## config.mk

```make
export PLATFORM = sky130hd
export DESIGN_NAME = mux_arb_flat
export DESIGN_NICKNAME = d
export VERILOG_FILES = /design/src/rtl/mux_arb_if.sv /design/src/rtl/mux_arb.sv /design/src/flat_wrapper.sv
export SDC_FILE = /design/constraint.sdc
export NUM_CORES = 1
export LEC_CHECK = 0
export CORE_MARGIN = 2
export CORE_UTILIZATION = 39
export DETAILED_ROUTE_END_ITERATION = 10
export GPL_TIMING_DRIVEN = 0
export PLACE_DENSITY = 0.95
export SYNTH_ARGS = -nofsm -noshare
export SYNTH_HDL_FRONTEND = slang
export SYNTH_SLANG_ARGS = --single-unit
```

## constraint.sdc

```tcl
create_clock -name clk -period 4 [get_ports clk]
set_clock_uncertainty 0.1 [all_clocks]
set_input_delay 0.6 -clock clk [delete_from_list [all_inputs] [get_ports clk]]
set_output_delay 0.6 -clock clk [all_outputs]
set_load 0.02 [all_outputs]
```

## src/rtl/mux_arb_if.sv

```systemverilog
// mux_arb_if: stream bus between N producers, the mux_arb block and one consumer.
// master = producer/consumer side (testbench), slave = mux_arb side.
interface mux_arb_if #(
  parameter int unsigned WIDTH = 8,
  parameter int unsigned N     = 4
);
  localparam int unsigned SELW = $clog2(N);

  logic [N*WIDTH-1:0] in_data;
  logic [N-1:0]       in_valid;
  logic [N-1:0]       in_last;
  logic [N-1:0]       in_ready;
  logic [WIDTH-1:0]   out_data;
  logic [SELW-1:0]    out_sel;
  logic               out_last;
  logic               out_valid;
  logic               out_ready;

  modport master (
    output in_data, in_valid, in_last, out_ready,
    input  in_ready, out_data, out_sel, out_last, out_valid
  );

  modport slave (
    input  in_data, in_valid, in_last, out_ready,
    output in_ready, out_data, out_sel, out_last, out_valid
  );
endinterface

```

## src/rtl/mux_arb.sv

```systemverilog
// mux_arb: N-channel registered stream mux with round-robin arbitration.
// Optional packet lock (grant held until in_last) when MUX_ARB_PKT_LOCK_EN is defined.
module mux_arb #(
  parameter int unsigned WIDTH = 8,
  parameter int unsigned N     = 4
) (
  input  logic       clk,
  input  logic       rst,
  mux_arb_if.slave   bus
);
  localparam int unsigned SELW = $clog2(N);

  logic [SELW-1:0]  ptr;
  logic [SELW-1:0]  grant;
  logic             grant_vld;
  logic [SELW-1:0]  cand;
  logic             load;
  logic             xfer;
  logic [WIDTH-1:0] grant_data;
  logic [SELW-1:0]  ptr_nxt;

`ifdef MUX_ARB_PKT_LOCK_EN
  logic             lock;
  logic [SELW-1:0]  lock_ch;
`endif

  assign load = !bus.out_valid || bus.out_ready;

  // Round-robin search from ptr; a held packet lock overrides the search.
  always_comb begin
    grant     = '0;
    grant_vld = 1'b0;
    cand      = '0;
    for (int k = 0; k < int'(N); k++) begin
      cand = SELW'((int'(ptr) + k) % int'(N));
      if (!grant_vld && bus.in_valid[cand]) begin
        grant     = cand;
        grant_vld = 1'b1;
      end
    end
`ifdef MUX_ARB_PKT_LOCK_EN
    if (lock) begin
      grant     = lock_ch;
      grant_vld = bus.in_valid[lock_ch];
    end
`endif
  end

  assign xfer       = load && grant_vld;
  assign grant_data = bus.in_data[int'(grant)*int'(WIDTH) +: WIDTH];
  assign ptr_nxt    = (int'(grant) == int'(N) - 1) ? '0 : grant + SELW'(1);

  // One-hot accept toward the granted channel, forced low during reset.
  always_comb begin
    bus.in_ready = '0;
    if (!rst && xfer) bus.in_ready[grant] = 1'b1;
  end

  // Output register stage and arbitration pointer.
  always_ff @(posedge clk or posedge rst) begin
    if (rst) begin
      bus.out_valid <= 1'b0;
      bus.out_data  <= '0;
      bus.out_sel   <= '0;
      bus.out_last  <= 1'b0;
      ptr           <= '0;
    end else if (xfer) begin
      bus.out_valid <= 1'b1;
      bus.out_data  <= grant_data;
      bus.out_sel   <= grant;
      bus.out_last  <= bus.in_last[grant];
      ptr           <= ptr_nxt;
    end else if (bus.out_ready) begin
      bus.out_valid <= 1'b0;
    end
  end

`ifdef MUX_ARB_PKT_LOCK_EN
  // Packet lock: set by a non-last beat, cleared by the last beat.
  always_ff @(posedge clk or posedge rst) begin
    if (rst) begin
      lock    <= 1'b0;
      lock_ch <= '0;
    end else if (xfer) begin
      lock    <= !bus.in_last[grant];
      lock_ch <= grant;
    end
  end
`endif
endmodule

```

## src/flat_wrapper.sv

```systemverilog
// flat-port wrapper written by rule: the top's interface ports become plain ports
module mux_arb_flat 
#(
  parameter int unsigned WIDTH = 8,
  parameter int unsigned N     = 4
)
  (clk, rst, bus_in_data, bus_in_valid, bus_in_last, bus_out_ready, bus_in_ready, bus_out_data, bus_out_sel, bus_out_last, bus_out_valid);
  mux_arb_if #(.WIDTH(WIDTH), .N(N)) bus_i ();
  input  logic clk;
  input  logic rst;
  input wire logic [$bits(bus_i.in_data)-1:0] bus_in_data;
  input wire logic [$bits(bus_i.in_valid)-1:0] bus_in_valid;
  input wire logic [$bits(bus_i.in_last)-1:0] bus_in_last;
  input wire logic [$bits(bus_i.out_ready)-1:0] bus_out_ready;
  output wire logic [$bits(bus_i.in_ready)-1:0] bus_in_ready;
  output wire logic [$bits(bus_i.out_data)-1:0] bus_out_data;
  output wire logic [$bits(bus_i.out_sel)-1:0] bus_out_sel;
  output wire logic [$bits(bus_i.out_last)-1:0] bus_out_last;
  output wire logic [$bits(bus_i.out_valid)-1:0] bus_out_valid;
  assign bus_i.in_data = bus_in_data;
  assign bus_i.in_valid = bus_in_valid;
  assign bus_i.in_last = bus_in_last;
  assign bus_i.out_ready = bus_out_ready;
  assign bus_in_ready = bus_i.in_ready;
  assign bus_out_data = bus_i.out_data;
  assign bus_out_sel = bus_i.out_sel;
  assign bus_out_last = bus_i.out_last;
  assign bus_out_valid = bus_i.out_valid;
  mux_arb #(.WIDTH(WIDTH), .N(N)) u_core (.clk(clk), .rst(rst), .bus(bus_i));
endmodule
```

# Word level (Yosys, flattened, before mapping)
# Cells that the tools add are included.
# Widths: inputs -> output; s select.
totals:
  reg_bits: 14
  output_inout_bits: 16
classes:
  add_sub_neg: 4
  n_lt_le_gt_ge: 6
  n_eq_ne: 1
  n_shift: 1
  muxes: 24
  reduce_logical: 13
op_table:
  columns: ["cell", "count"]
  rows:
  - ["$shiftx 32x6->8", 1]
  - ["$lt 2x3->1 const B", 5]
  - ["$mux 1", 12]
  - ["$bmux 1 s2", 5]
  - ["$mux 2", 5]
  - ["$logic_and 1x1->1", 6]
  - ["$logic_not 1->1", 5]
  - ["$add 2x1->2 const B", 2]
  - ["$add 2x2->2 const B", 2]
  - ["$mux 4", 1]
  - ["$demux 1 s2", 1]
  - ["$eq 2x1->1 const B", 1]
  - ["$ge 2x1->1 const B", 1]
  - ["$reduce_bool 2->1", 1]
  - ["$logic_or 1x1->1", 1]

# Longest topological paths before layout
# Gate-level depths: netlist of run 1.
depth:
  depth_word: 17
  mapped_depth: 8

# Worst setup path before layout of run 1
# Ideal clock, no wire load.
synth_timing:
  kind: "input-to-output"
  from: "input bus_in_valid[2]"
  to: "output bus_in_ready[3]"
  t_arrival_ps: 1652
  slack_ps: 1648
  cell_stages: 7
  path_buffers: 1
  path_cell_list: "nor4_4 > nor2_1 > nand3_2 > buf_8 > inv_1 > ha_1 > and3_1"
synth_via:
  elab_chain_cells: 17
synth_lines:
  columns: ["element", "line_no", "rtl"]
  rows:
  - ["start: declaration", "flat_wrapper.sv:12", "input wire logic [$bits(bus_i.in_valid)-1:0] bus_in_valid;"]
  - ["$bmux 1 s2", "mux_arb.sv:36", "if (!grant_vld && bus.in_valid[cand]) begin"]
  - ["$mux 1 (implied by the code)", "mux_arb.sv:36", null]
  - ["$mux 1", "mux_arb.sv:36", null]
  - ["$logic_not 1->1", "mux_arb.sv:36", null]
  - ["$logic_and 1x1->1", "mux_arb.sv:36", null]
  - ["$mux 1", "mux_arb.sv:36", null]
  - ["$logic_not 1->1", "mux_arb.sv:36", null]
  - ["$logic_and 1x1->1", "mux_arb.sv:36", null]
  - ["$mux 1", "mux_arb.sv:36", null]
  - ["$logic_not 1->1", "mux_arb.sv:36", null]
  - ["$logic_and 1x1->1", "mux_arb.sv:36", null]
  - ["$mux 2", "mux_arb.sv:36", null]
  - ["$lt 2x3->1 (implied by the code) / $ge 2x1->1 (equally long branches)", "mux_arb.sv:56", "if (!rst && xfer) bus.in_ready[grant] = 1'b1;"]
  - ["$logic_and 1x1->1 (implied by the code)", "mux_arb.sv:56", null]
  - ["$mux 1 (implied by the code)", "mux_arb.sv:56", null]
  - ["$demux 1 s2", null, null]
  - ["$mux 4 *", "mux_arb.sv:56", null]
  - ["end: declaration", "flat_wrapper.sv:15", "output wire logic [$bits(bus_i.in_ready)-1:0] bus_in_ready;"]
# Mark *: on every way between the ends. The rest lies on a longest branch, timed or not. The select of a mux whose other input is x is not followed.

# Final worst setup path of run 1
layout_timing:
  from: "input bus_in_valid[3]"
  to: "output bus_in_ready[3]"
# Same word-level chain as after synthesis.

==> metrics.yaml, run 1 <==
status: "completed"
n_antenna_cell: 0
die_area_um2: 2780
num-fill-cells: 153
place_congestion: 0.783
ant_nets: 0
drv_slew: 0
min_path_type: "register to register"
routed_via_density: 5.84
avgRoutedWirePerCell_um: 17.4
power_density_nw_per_um2: 481
syn-num-nets: 142
async_reset_ff_frac: 1.00
cts-resized-gates: 0
setup_viol: 0
crit_path_start: "bus_in_valid[3]"
hp-start: "u_core.bus.out_sel[1]"
min_period_ns: 3.67
cts_root_buf: "clkbuf_4"
r2r-start: "u_core.ptr[0]"
crit_path_end_kind: "output pin"
netlist_area_um2: 927
cts_buffers: 3
antenna_found_initial: 0
irDropWorstVdd_mv: 0.364
critPathLaunchType: "primary input"
grt_max_degree: 18
worstPathRequired_ns: 3.30
drc: 0
timing.final.crit_share: 0.918
slew_headroom: 0.601
hold_viol_final: 0
seq_area_frac_synth: 0.378
vias: 1098
postSynthAreaPerCell_um2: 9.46
syn_inst: 98
ios: 59
ys_seq_elements: 14
syn_to_final_growth_pct: 70.3
cts_setup_buffers: 0
synth_area_leaders: "dfrtp_1, mux2i_1, a221oi_1"
fin_tns_setup_ns: 0
crit_arrival_ns: 2.97
cts_hold_buf: 0
die_h_um: 52.8
rsz0062_at_grt: "false"
grt-ovfl-total: 0
grtUsageTotal: 0.267
synth_warnings: 0
cts_buffer_depth: 2
dp_hpwl_mm: 2.54
multiInputGateArea_um2: 528
maxCapViolCount: 0
cts_num_sinks: 14
clk_pin_slew_ns: 0.09
synth.distinct_cells: 30
crit_fanout: 10
critical_path_class: "primary input to output pin"
core_um2: 2230
drt_iter0_drc: 22
insertion_delay_ns: 0.30
grt_first_pass_wirelength_mm: 5.24
layout_common_cells: "clkdlybuf4s50_1, dfrtp_1, nor2_1"
post_route_cells_drive_above_1_share: 0.0875
initial_core_util: 0.415
routed_wirelength_mm: 3.27
design.final.nets: 205
mostFrequentLayoutCell: "clkdlybuf4s50_1"
portBuffers: 58
synth_top_area_cell: "dfrtp_1"
cts_tree: "yes"
worst_pin_slew_ns: 0.598
grt_pass1_vias: 1144
synth_top_cell_area_share: 0.378
fmax_mhz: 272
h-tree-depth: 1
synth-main-ff-cell: "dfrtp_1"
whs_ns: 0.434
synth_edf_count: 0
regArea_um2: 350
p_leak_uw: 0.000667
num_rows: 17
die_w_um: 52.8
first_pass_iters: 4
[logic make-up after synthesis]
kind of cell             synth area share
adder cells (fa/ha/maj)            0.0135
buffers and inverters              0.0526
AO/OA/AOI/OAI                       0.233
multiplexers                       0.0972
flip-flops                          0.378
AND/OR/NAND/NOR                     0.225
[synthesized netlist by cell type (2+ instances only)]
master,n
inv_1,2
nor2b_1,3
nand2_1,9
nor2_1,12
and3_1,3
dfrtp_1,14
o22ai_1,9
a21oi_1,3
mux2i_1,9
nand2b_1,4
buf_2,3
a221oi_1,9
[final cells by class]
type / instances / share of cell area
tap: 28 / 0.0222
timing repair buffer: 58 / 0.368
buffer: 6 / 0.0261
sequential: 14 / 0.222
clock buffer: 4 / 0.0230
multi-input combinational: 76 / 0.334
inverter: 2 / 0.00475
[critical path: stages]
cell and delay [ns]:
clkdlybuf4s50_1 0.55, nor3b_1 0.46, nor2_1 0.12, nand3_2 0.12
buf_8 0.16, inv_1 0.07, ha_1 0.18, and3_1 0.16
clkdlybuf4s50_1 0.55
[layer usage]
layer | vias to the layer above | routed length (um) | track usage
met4 | 0 | 130 | 0.137
met5 | - | 0 | 0
met1 | 514 | 1140 | 0.292
li1 | 492 | - | -
met3 | 16 | 284 | 0.0657
met2 | 76 | 1710 | 0.471
[where the power goes]
part	total (uW)	switching, uW	leakage, uW	internal [uW]
logic	437	228	0.000486	209
registers	212	26.9	0.000160	185
clock network	111	55.1	0.0000210	55.6
[path summary, 6_finish.rpt]
kind / depth (start not counted) / slack [ns] / end
max: 9 / 0.33 / bus_in_ready[3]
min reg2reg: 2 / 0.43 / u_core.bus.out_sel[1]
max reg2reg: 8 / 2.11 / u_core.ptr[1]
min: 2 / 0.43 / u_core.bus.out_sel[1]
max in group asynchronous: 2 / 2.77 / u_core.bus.out_sel[1]
min in group asynchronous: 2 / 0.64 / u_core.bus.out_data[7]
[per-stage QoR]
step | std cells | worst slack, ns | instance area, um^2 | total power [uW] | utilization
floorplan | 98 | 1.65 | 927 | 461 | -
global placement | 184 | 0.484 | 1540 | 620 | 0.691
detailed placement | 184 | 0.391 | 1540 | 644 | 0.691
CTS | 188 | 0.365 | 1580 | 758 | 0.707
global route | 188 | 0.196 | 1580 | 798 | 0.707
finish | 188 | 0.326 | 1580 | 760 | 0.707
[flip-flops by register name, summed over array words and instances (netlist names)]
register              cells
u_core.ptr                2
u_core.bus.out_sel        2
u_core.bus.out_data       8
u_core.bus.out_valid      1
u_core.bus.out_last       1
Note: power is estimated with default switching activity, not from simulation.
==> run 2, diff against run 1 <==
--- a/config.mk
+++ b/config.mk
@@ -5,7 +5,7 @@
 export SDC_FILE = /design/constraint.sdc
 export NUM_CORES = 1
 export LEC_CHECK = 0
-export CORE_MARGIN = 2
+export CORE_MARGIN = 4
 export CORE_UTILIZATION = 39
 export DETAILED_ROUTE_END_ITERATION = 10
 export GPL_TIMING_DRIVEN = 0
==> run 2 against run 1 <==
Global-route usage decreased by 7.1 points; die area grew 16%; maximum frequency is 1.8% higher; setup slack improved by 0.066 ns; core utilization stayed put; first-iteration DRC count fell by 18%; sequential power barely moved; combinational power fell by 3%; critical path type unchanged; critical endpoint unchanged; largest power group unchanged; highest routed layer unchanged.
==> metrics.yaml, run 2 (synthesis results as in run 1) <==
min_path_type: "register to register"
r2r-start: "u_core.ptr[0]"
routed_via_density: 5.66  # -3.0%
avgRoutedWirePerCell_um: 16.4  # -5.9%
timing.final.crit_share: 0.902  # -0.0165
min_path_cells: 2  # unchanged
place_area_um2: 1540  # unchanged
hp-start: "u_core.bus.out_sel[1]"
crit_path_start: "bus_in_valid[3]"
reg2reg_depth: 8  # unchanged
cts_num_sinks: 14  # unchanged
cts_hold_buf: 0  # unchanged
power_density_nw_per_um2: 468  # -2.7%
core_um2: 2230  # unchanged
drt_iter0_drc: 18  # -18%
cts-resized-gates: 0  # unchanged
initial_core_util: 0.415  # unchanged
slew_headroom: 0.618  # +0.0165
hold_viol_final: 0  # unchanged
crit_path_end_kind: "output pin"
die_area_um2: 3220  # +16%
n_antenna_cell: 0  # unchanged
grt_first_pass_wirelength_mm: 4.97  # -5.1%
place_congestion: 0.841  # +7.4%
mostFrequentLayoutCell: "clkdlybuf4s50_1"
portBuffers: 58  # unchanged
routed_wirelength_mm: 3.08  # -5.9%
cts_buffers: 3  # unchanged
irDropWorstVdd_mv: 0.321  # -12%
grt_pass1_vias: 1141  # -0.26%
first_pass_iters: 4  # unchanged
drv_slew: 0  # unchanged
r2r_slack_ns: 2.19  # +0.08 ns
fin_ws_ns: 0.392  # +0.0662 ns
dp_hpwl_mm: 2.36  # -7.0%
worst_pin_slew_ns: 0.573  # -0.0247 ns
largest_reg_flops: 8  # unchanged
design_area_um2: 1580  # unchanged
setup_viol: 0  # unchanged
cts_buffer_depth: 2  # unchanged
largest-register: "u_core.bus.out_data"
cts_setup_buffers: 0  # unchanged
antenna_found_initial: 0  # unchanged
h-tree-depth: 1  # unchanged
crit_arrival_ns: 2.91  # -0.06 ns
die_h_um: 56.8  # +7.6%
p_leak_uw: 0.000667  # unchanged
syn_to_final_growth_pct: 70.3  # unchanged
cts_root_buf: "clkbuf_4"
post_route_cells_drive_above_1_share: 0.0875  # unchanged
ant_nets: 0  # unchanged
grtUsageTotal: 0.196  # -0.0708
fin_tns_setup_ns: 0  # unchanged
reg_top3: "u_core.bus.out_data x8, u_core.bus.out_sel x2, u_core.ptr x2"
cts_tree: "yes"
num-fill-cells: 161  # +5.2%
min_to: "u_core.bus.out_sel[1]"
ios: 59  # unchanged
grt_max_degree: 18  # unchanged
grt-ovfl-total: 0  # unchanged
die_w_um: 56.8  # +7.6%
layout_common_cells: "clkdlybuf4s50_1, dfrtp_1, nor2_1"
fmax_mhz: 277  # +1.8%
min_period_ns: 3.61  # -0.0662 ns
pre_cts_ws_ns: 0.441  # +0.0499 ns
num_rows: 17  # unchanged
status: "completed"
vias: 1065  # -3.0%
clk_pin_slew_ns: 0.08  # about the same
worstPathRequired_ns: 3.30  # about the same
insertion_delay_ns: 0.28  # -0.02 ns
maxCapViolCount: 0  # unchanged
critical_path_class: "primary input to output pin"
critPathLaunchType: "primary input"
drc: 0  # unchanged
whs_ns: 0.402  # -0.0324 ns
crit_fanout: 10  # unchanged
worstReg2RegEnd: "u_core.ptr[1]"
design.final.nets: 205  # unchanged
rsz0062_at_grt: "false"
run 2: worst max-delay path by stage:
stage                     cells after the start              end
final                                         9  bus_in_ready[3]
after global routing                          9  bus_in_ready[3]
after CTS                                     9  bus_in_ready[3]
after detailed placement                      9  bus_in_ready[3]
after global placement                        9  bus_in_ready[3]
after floorplan                               7  bus_in_ready[3]
run 2: report_power, final:
part           leakage [uW]  internal (uW)  switching [uW]  total (uW)
clock network     0.0000210           55.4            47.8         103
registers          0.000160            185            26.0         211
logic              0.000486            209             216         425
total              0.000667            450             290         740
run 2: layer usage:
metal  GRT usage  up-vias  part of all wire
li1            -      492                 -
met1       0.217      515              0.39
met2       0.327       52              0.50
met3      0.0644        6             0.094
met4       0.109        0             0.016
met5           0        -                 0
run 2: area by class of cell:
type,count,area [um^2],area share
repair buffers,58,581,0.368
clock buffers,4,36.3,0.0230
well taps,28,35.0,0.0222
multi-input cells,76,528,0.334
plain buffers,6,41.3,0.0261
flip-flops and latches,14,350,0.222
inverters,2,7.51,0.00475
run 2: through the flow:
step	instances	utilization	total power [uW]
after global routing	188	0.707	788
after floorplan	98	-	461
after detailed placement	184	0.691	634
after global placement	184	0.691	622
after CTS	188	0.707	742
final	188	0.707	740
run 2: worst max-delay path, stage by stage:
cell	delay, ns
clkdlybuf4s50_1	0.54
nor3b_1	0.43
nor2_1	0.10
nand3_2	0.10
buf_8	0.15
inv_1	0.06
ha_1	0.19
and3_1	0.17
clkdlybuf4s50_1	0.55
==> run 3, diff against run 2 <==
--- a/config.mk
+++ b/config.mk
@@ -5,7 +5,7 @@
 export SDC_FILE = /design/constraint.sdc
 export NUM_CORES = 1
 export LEC_CHECK = 0
-export CORE_MARGIN = 4
+export CORE_MARGIN = 2
 export CORE_UTILIZATION = 39
 export DETAILED_ROUTE_END_ITERATION = 10
 export GPL_TIMING_DRIVEN = 0
==> results of run 3 <==
No change in the layout: final DEF, timing and power equal those of run 1.
